===== config.mk =====
export PLATFORM = sky130hd
export DESIGN_NAME = sym2_tx
export DESIGN_NICKNAME = d
export VERILOG_FILES = /design/src/rtl/sym2_pkg.sv /design/src/rtl/sym2_tick.sv /design/src/rtl/sym2_tx.sv
export SDC_FILE = /design/constraint.sdc
export NUM_CORES = 1
export LEC_CHECK = 0
export CAP_MARGIN = 20
export CORE_ASPECT_RATIO = 1.5
export CORE_MARGIN = 5
export CORE_UTILIZATION = 35
export CTS_CLUSTER_DIAMETER = 100
export CTS_CLUSTER_SIZE = 28
export DETAILED_ROUTE_END_ITERATION = 6
export GPL_TIMING_DRIVEN = 0
export SKIP_CTS_REPAIR_TIMING = 1
export SLEW_MARGIN = 0
export SYNTH_ARGS = -nofsm -noshare
export SYNTH_HDL_FRONTEND = slang
export SYNTH_SLANG_ARGS = --single-unit

===== constraint.sdc =====
create_clock -name clk -period 3.05 [get_ports clk]
set_input_delay 0.7625 -clock clk [delete_from_list [all_inputs] [get_ports clk]]
set_output_delay 0.7625 -clock clk [all_outputs]
set_load 0.03 [all_outputs]

===== src/rtl/sym2_pkg.sv =====
// Shared types and constants for the 2-bit symbol transmitter.
package sym2_pkg;

    typedef enum logic [1:0] {
        StIdle,
        StStart,
        StData,
        StPar
    } state_e;

    localparam logic [1:0]  SymStart = 2'b11;
    localparam int unsigned FrameLen = 6;

    // Data symbol idx 0 is the MSB pair of the byte.
    function automatic logic [1:0] data_sym(input logic [7:0] b, input logic [1:0] idx);
        logic [1:0] s;
        unique case (idx)
            2'd0:    s = b[7:6];
            2'd1:    s = b[5:4];
            2'd2:    s = b[3:2];
            default: s = b[1:0];
        endcase
        return s;
    endfunction

endpackage


===== src/rtl/sym2_tick.sv =====
// Symbol-period counter: pulses tick_o on the last cycle of each symbol period.
module sym2_tick #(
    parameter int unsigned SYM_DIV = 1
) (
    input  logic clk,
    input  logic rst,
    input  logic clr_i,
    input  logic en_i,
    output logic tick_o
);

    localparam int unsigned    CntW   = (SYM_DIV > 1) ? $clog2(SYM_DIV) : 1;
    localparam logic [CntW-1:0] CntMax = CntW'(SYM_DIV - 1);

    logic [CntW-1:0] cnt_q, cnt_d;

    always_comb begin
        tick_o = en_i && (cnt_q == CntMax);
        cnt_d  = cnt_q;
        if (clr_i) begin
            cnt_d = '0;
        end else if (en_i) begin
            cnt_d = tick_o ? '0 : cnt_q + 1'b1;
        end
    end

    always_ff @(posedge clk) begin
        if (rst) begin
            cnt_q <= '0;
        end else begin
            cnt_q <= cnt_d;
        end
    end

endmodule


===== src/rtl/sym2_tx.sv =====
// Serialises bytes into 6-symbol frames (START, D3..D0, PAR) on a 2-bit output.
module sym2_tx
    import sym2_pkg::*;
#(
    parameter int unsigned SYM_DIV = 1
) (
    input  logic       clk,
    input  logic       rst,
    input  logic [7:0] din,
    input  logic       din_valid,
    output logic       din_ready,
    output logic       x1,
    output logic       x0,
    output logic       sym_valid,
    output logic       busy
);

    state_e     state_q;
    logic [7:0] data_q;
    logic [1:0] idx_q;
    logic [1:0] sym_q;
    logic       sym_valid_q;
    logic       busy_q;
    logic       din_ready_q;
    logic       accept;
    logic       tick;

    assign accept = (state_q == StIdle) && din_valid && din_ready_q;

    sym2_tick #(
        .SYM_DIV(SYM_DIV)
    ) u_tick (
        .clk   (clk),
        .rst   (rst),
        .clr_i (accept),
        .en_i  (state_q != StIdle),
        .tick_o(tick)
    );

    // Outputs are computed alongside the state so they change on the same edge.
    always_ff @(posedge clk) begin
        if (rst) begin
            state_q     <= StIdle;
            data_q      <= '0;
            idx_q       <= '0;
            sym_q       <= '0;
            sym_valid_q <= 1'b0;
            busy_q      <= 1'b0;
            din_ready_q <= 1'b0;
        end else begin
            unique case (state_q)
                StIdle: begin
                    din_ready_q <= 1'b1;
                    if (accept) begin
                        data_q      <= din;
                        idx_q       <= '0;
                        sym_q       <= SymStart;
                        sym_valid_q <= 1'b1;
                        busy_q      <= 1'b1;
                        din_ready_q <= 1'b0;
                        state_q     <= StStart;
                    end
                end
                StStart: begin
                    if (tick) begin
                        sym_q   <= data_sym(data_q, 2'd0);
                        idx_q   <= '0;
                        state_q <= StData;
                    end
                end
                StData: begin
                    if (tick) begin
                        if (idx_q == 2'd3) begin
                            sym_q   <= {1'b0, ^data_q};
                            state_q <= StPar;
                        end else begin
                            sym_q <= data_sym(data_q, idx_q + 2'd1);
                        end
                        idx_q <= idx_q + 2'd1;
                    end
                end
                StPar: begin
                    if (tick) begin
                        sym_q       <= '0;
                        sym_valid_q <= 1'b0;
                        busy_q      <= 1'b0;
                        din_ready_q <= 1'b1;
                        state_q     <= StIdle;
                    end
                end
                default: state_q <= StIdle;
            endcase
        end
    end

    assign x1        = sym_q[1];
    assign x0        = sym_q[0];
    assign sym_valid = sym_valid_q;
    assign busy      = busy_q;
    assign din_ready = din_ready_q;

endmodule


==> report_table.html <==
<table>
<tr><th>Metric</th><th>Value</th></tr>
<tr><th colspan="2">Run status</th></tr>
<tr><td>Outcome</td><td>finished clean</td></tr>
<tr><th colspan="2">Clock tree</th></tr>
<tr><td>CTS H-Tree Depth</td><td>1</td></tr>
<tr><td>CTS tree</td><td>yes</td></tr>
<tr><td>Num Clock Sinks</td><td>17</td></tr>
<tr><td>Clock latency on the worst-skew pair</td><td>0.26 ns</td></tr>
<tr><td>Clock transition time at the flip-flop clock pins of the worst setup and hold paths</td><td>0.07 ns</td></tr>
<tr><td>Num CTS Buffers</td><td>3</td></tr>
<tr><td>CTS max path bufs</td><td>2</td></tr>
<tr><td>Root Buffer</td><td>clkbuf_8</td></tr>
<tr><th colspan="2">Power</th></tr>
<tr><td>Internal power</td><td>604 uW</td></tr>
<tr><td>Leakage component of the power</td><td>0.450 nW</td></tr>
<tr><td>Cell Pwr Density</td><td>844 mW/mm2</td></tr>
<tr><td>Overall Power</td><td>1.03 mW</td></tr>
<tr><td>Proportion of power drawn by the clock network</td><td>16.9%</td></tr>
<tr><td>Share of total power consumed by net switching</td><td>41.1%</td></tr>
<tr><td>Part of the total power dissipated in sequential elements</td><td>31.5%</td></tr>
<tr><td>Part of the total power dissipated in combinational logic</td><td>51.6%</td></tr>
<tr><td>Net switching component of the power</td><td>422 uW</td></tr>
<tr><td>Maximum resistive drop on vdd</td><td>356 uV</td></tr>
<tr><th colspan="2">STA</th></tr>
<tr><td>Slew @ Worst Pin</td><td>0.481 ns</td></tr>
<tr><td>Final Skew</td><td>0.000949 ns</td></tr>
<tr><td>Minimum hold slack</td><td>0.478 ns</td></tr>
<tr><td>Total negative setup slack</td><td>0 ns</td></tr>
<tr><td>RSZ-0062 raised after global routing</td><td>false</td></tr>
<tr><td>Final Slew Violations</td><td>0</td></tr>
<tr><td>Highest clock frequency the design can meet</td><td>0.466 GHz</td></tr>
<tr><td>Final critical-path share of the clock period</td><td>70.3%</td></tr>
<tr><td>Post-route minimum period</td><td>2.14 ns</td></tr>
<tr><td>Final setup viols</td><td>0</td></tr>
<tr><td>Max-slew headroom at the worst pin</td><td>67.9%</td></tr>
<tr><td>Final hold violations</td><td>0</td></tr>
<tr><th colspan="2">Critical path</th></tr>
<tr><td>Required time of the critical path</td><td>2.29 ns</td></tr>
<tr><td>Type of the worst setup path</td><td>reg2out</td></tr>
<tr><td>Number of cells on the worst reg-to-reg path</td><td>7</td></tr>
<tr><td>Critical path startpoint category</td><td>flip-flop</td></tr>
<tr><td>Kind of end point of the critical path</td><td>output port</td></tr>
<tr><td>Critical path fanouts, max</td><td>4</td></tr>
<tr><td>Worst Path Arrival</td><td>1.38 ns</td></tr>
<tr><th colspan="2">Logic synthesis</th></tr>
<tr><td>Share of synthesized area occupied by flip-flops and latches</td><td>34.6%</td></tr>
<tr><td>Syn nets</td><td>136</td></tr>
<tr><td>Most frequent cells after synthesis</td><td>19 x nand2_1, 17 x dfxtp_1, 14 x a21oi_1</td></tr>
<tr><td>Leading cell type by number of instances after synthesis</td><td>nand2_1</td></tr>
<tr><td>YS warnings</td><td>0</td></tr>
<tr><td>Async SR Flop Fraction</td><td>0%</td></tr>
<tr><td>Number of distinct library cells after synthesis</td><td>33</td></tr>
<tr><td>Post-synth design cell area</td><td>982 um2</td></tr>
<tr><td>Syn Inst Count</td><td>116</td></tr>
<tr><td>Cell type with the highest aggregate area in the netlist</td><td>dfxtp_1</td></tr>
<tr><td>Post-synth EDFFs</td><td>0</td></tr>
<tr><td>Mean post-synth cell area</td><td>8.47 um2</td></tr>
<tr><td>Number of register bits inferred by synthesis</td><td>17</td></tr>
<tr><td>Top cells by area, synth</td><td>dfxtp_1 35%, ha_1 11%, nand2_1 7.3%</td></tr>
<tr><td>Yosys top cell area share</td><td>34.6%</td></tr>
<tr><td>Leading register cell type out of synthesis</td><td>dfxtp_1</td></tr>
<tr><th colspan="2">Placement</th></tr>
<tr><td>Post-detail-place hpwl</td><td>1720 um</td></tr>
<tr><td>RD Place Congestion</td><td>0.752</td></tr>
<tr><td>Number of buffer cells added on primary ports</td><td>14</td></tr>
<tr><td>Placed insts</td><td>167</td></tr>
<tr><th colspan="2">Drt</th></tr>
<tr><td>Vias</td><td>851</td></tr>
<tr><td>Detailed-route wire length per cell</td><td>13.0 um</td></tr>
<tr><td>Violation count after the first detailed-route iteration</td><td>20</td></tr>
<tr><td>DRT Wirelength</td><td>2220 um</td></tr>
<tr><td>Mean number of vias per cell</td><td>4.98</td></tr>
<tr><td>Number of nets still failing antenna checks after routing</td><td>0</td></tr>
<tr><td>First drt pass iteration count</td><td>4</td></tr>
<tr><td>Residual DRC count</td><td>0</td></tr>
<tr><th colspan="2">Floorplanning</th></tr>
<tr><td>Vertical extent of the die</td><td>74.9 um</td></tr>
<tr><td>Number of rows created at floorplan</td><td>23</td></tr>
<tr><td>Core Region</td><td>0.00268 mm2</td></tr>
<tr><td>Count of pins on the block boundary</td><td>16</td></tr>
<tr><td>Die W</td><td>53.3 um</td></tr>
<tr><td>Die area</td><td>0.00399 mm2</td></tr>
<tr><td>Effective utilization at floorplan</td><td>36.7%</td></tr>
<tr><th colspan="2">Global routing</th></tr>
<tr><td>First-pass GRT wire length</td><td>3680 um</td></tr>
<tr><td>Global routing met2 resource utilization</td><td>24.0%</td></tr>
<tr><td>Antenna violations before repair</td><td>0</td></tr>
<tr><td>Overall routing resource usage</td><td>12.8%</td></tr>
<tr><td>Global Route met1 Usage</td><td>13.6%</td></tr>
<tr><td>GRT met3 Usage</td><td>1.98%</td></tr>
<tr><td>GR peak layer</td><td>met2</td></tr>
<tr><td>Pin count of the biggest net entering global routing</td><td>11</td></tr>
<tr><td>Overflow left after global routing</td><td>0</td></tr>
<tr><td>Via count of the first global-routing pass</td><td>803</td></tr>
<tr><th colspan="2">Hold path</th></tr>
<tr><td>Hold path cells</td><td>2</td></tr>
<tr><td>Worst Hold Class</td><td>reg2reg</td></tr>
<tr><th colspan="2">Final layout</th></tr>
<tr><td>Filler Cell Count</td><td>273</td></tr>
<tr><td>Final core area utilization</td><td>45.4%</td></tr>
<tr><td>Multi-input logic area</td><td>588 um2</td></tr>
<tr><td>Non-filler cells, final</td><td>171</td></tr>
<tr><td>Diode count</td><td>0</td></tr>
<tr><td>Register cell area after layout</td><td>340 um2</td></tr>
<tr><td>Area delta synth-&gt;final</td><td>23.7%</td></tr>
<tr><td>Final layout net count</td><td>155</td></tr>
<tr><td>Layout cell share with drive strength beyond 1</td><td>8.21%</td></tr>
<tr><th colspan="2">Flow run</th></tr>
<tr><td>Number of maximum-capacitance violations</td><td>0</td></tr>
</table>
==> layout make-up <==
| type | count | area share, % |
|---|---|---|
| flip-flops and latches | 17 | 28.0 |
| repair buffers | 14 | 11.5 |
| inverters | 5 | 1.54 |
| plain buffers | 6 | 2.88 |
| well taps | 37 | 3.81 |
| clock buffers | 3 | 3.40 |
| clock inverters | 1 | 0.412 |
| multi-input cells | 88 | 48.4 |
==> power by group through the flow <==
stage | Sequential (mW) | Clock (mW) | Combinational [mW]
after floorplan | 0.368 | 0 | 0.343
after global placement | 0.327 | 0 | 0.525
after detailed placement | 0.330 | 0 | 0.533
after CTS | 0.325 | 0.177 | 0.536
after global routing | 0.332 | 0.184 | 0.586
final | 0.323 | 0.173 | 0.529
==> stage by stage <==
step	worst slack, ns	instance area [um2]
3_5_place_dp	0.801	1170
3_3_place_gp	0.774	1170
4_1_cts	0.893	1210
2_1_floorplan	1.43	982
6_report	0.906	1210
5_1_grt	0.853	1210
==> per-layer routing <==
metal,vias to the layer above,wire (um)
li1,435,-
met1,388,873
met2,23,1210
met3,5,89
met4,0,43
met5,-,0
==> cell usage in the layout, fill, tap and decap left out, drive strengths merged, types with 2 or more instances in the layout <==
| cell | Yosys | routed |
|---|---|---|
| buf | 3 | 3 |
| nor2 | 5 | 5 |
| o22ai | 2 | 2 |
| o21ai | 4 | 4 |
| a21o | 2 | 2 |
| nand2b | 2 | 2 |
| dfxtp | 17 | 17 |
| nand2 | 19 | 19 |
| nand3 | 5 | 5 |
| xnor2 | 7 | 7 |
| a21oi | 14 | 14 |
| a211oi | 3 | 3 |
| o21bai | 2 | 2 |
| clkbuf | 3 | 6 |
| a311oi | 2 | 2 |
| and3 | 2 | 2 |
| clkdlybuf4s50 | 0 | 14 |
| ha | 9 | 9 |
| inv | 5 | 5 |
==> sequential cells by signal, summed over array words and instances, names as in the netlist <==
signal / cells
sym_q: 2
busy: 1
din_ready: 1
state_q: 2
idx_q: 2
data_q: 8
u_tick.cnt_q: 1
==> worst max-delay path, stage by stage, from the launching register on <==
cell             delay [ns]
dfxtp_1                0.36
buf_4                  0.11
clkdlybuf4s50_1        0.66
==> kinds of logic (layout without fill, tap and decap cells) <==
group,count (synthesis),after routing,synth area share [%]
adders and majority gates,9,9,11.5
DFF,17,17,34.7
xor gates and xnor gates,7,7,6.24
AOI/OAI and AO/OA,35,35,24.8
and+or+nand+nor,37,37,17.3
buffers and inverters,11,29,5.48
==> path summary, 6_finish.rpt <==
kind                            from                endpoint  slack [ns]
max                busy$_SDFFE_PP0P_               sym_valid        0.91
min           data_q[1]$_SDFFE_PP0P_  data_q[1]$_SDFFE_PP0P_        0.48
max reg2reg  state_q[0]$_SDFFE_PP0P_   sym_q[0]$_SDFFE_PP0P_        1.18
min reg2reg   data_q[1]$_SDFFE_PP0P_  data_q[1]$_SDFFE_PP0P_        0.48
No activity file was read; power rests on OpenSTA's default activity.
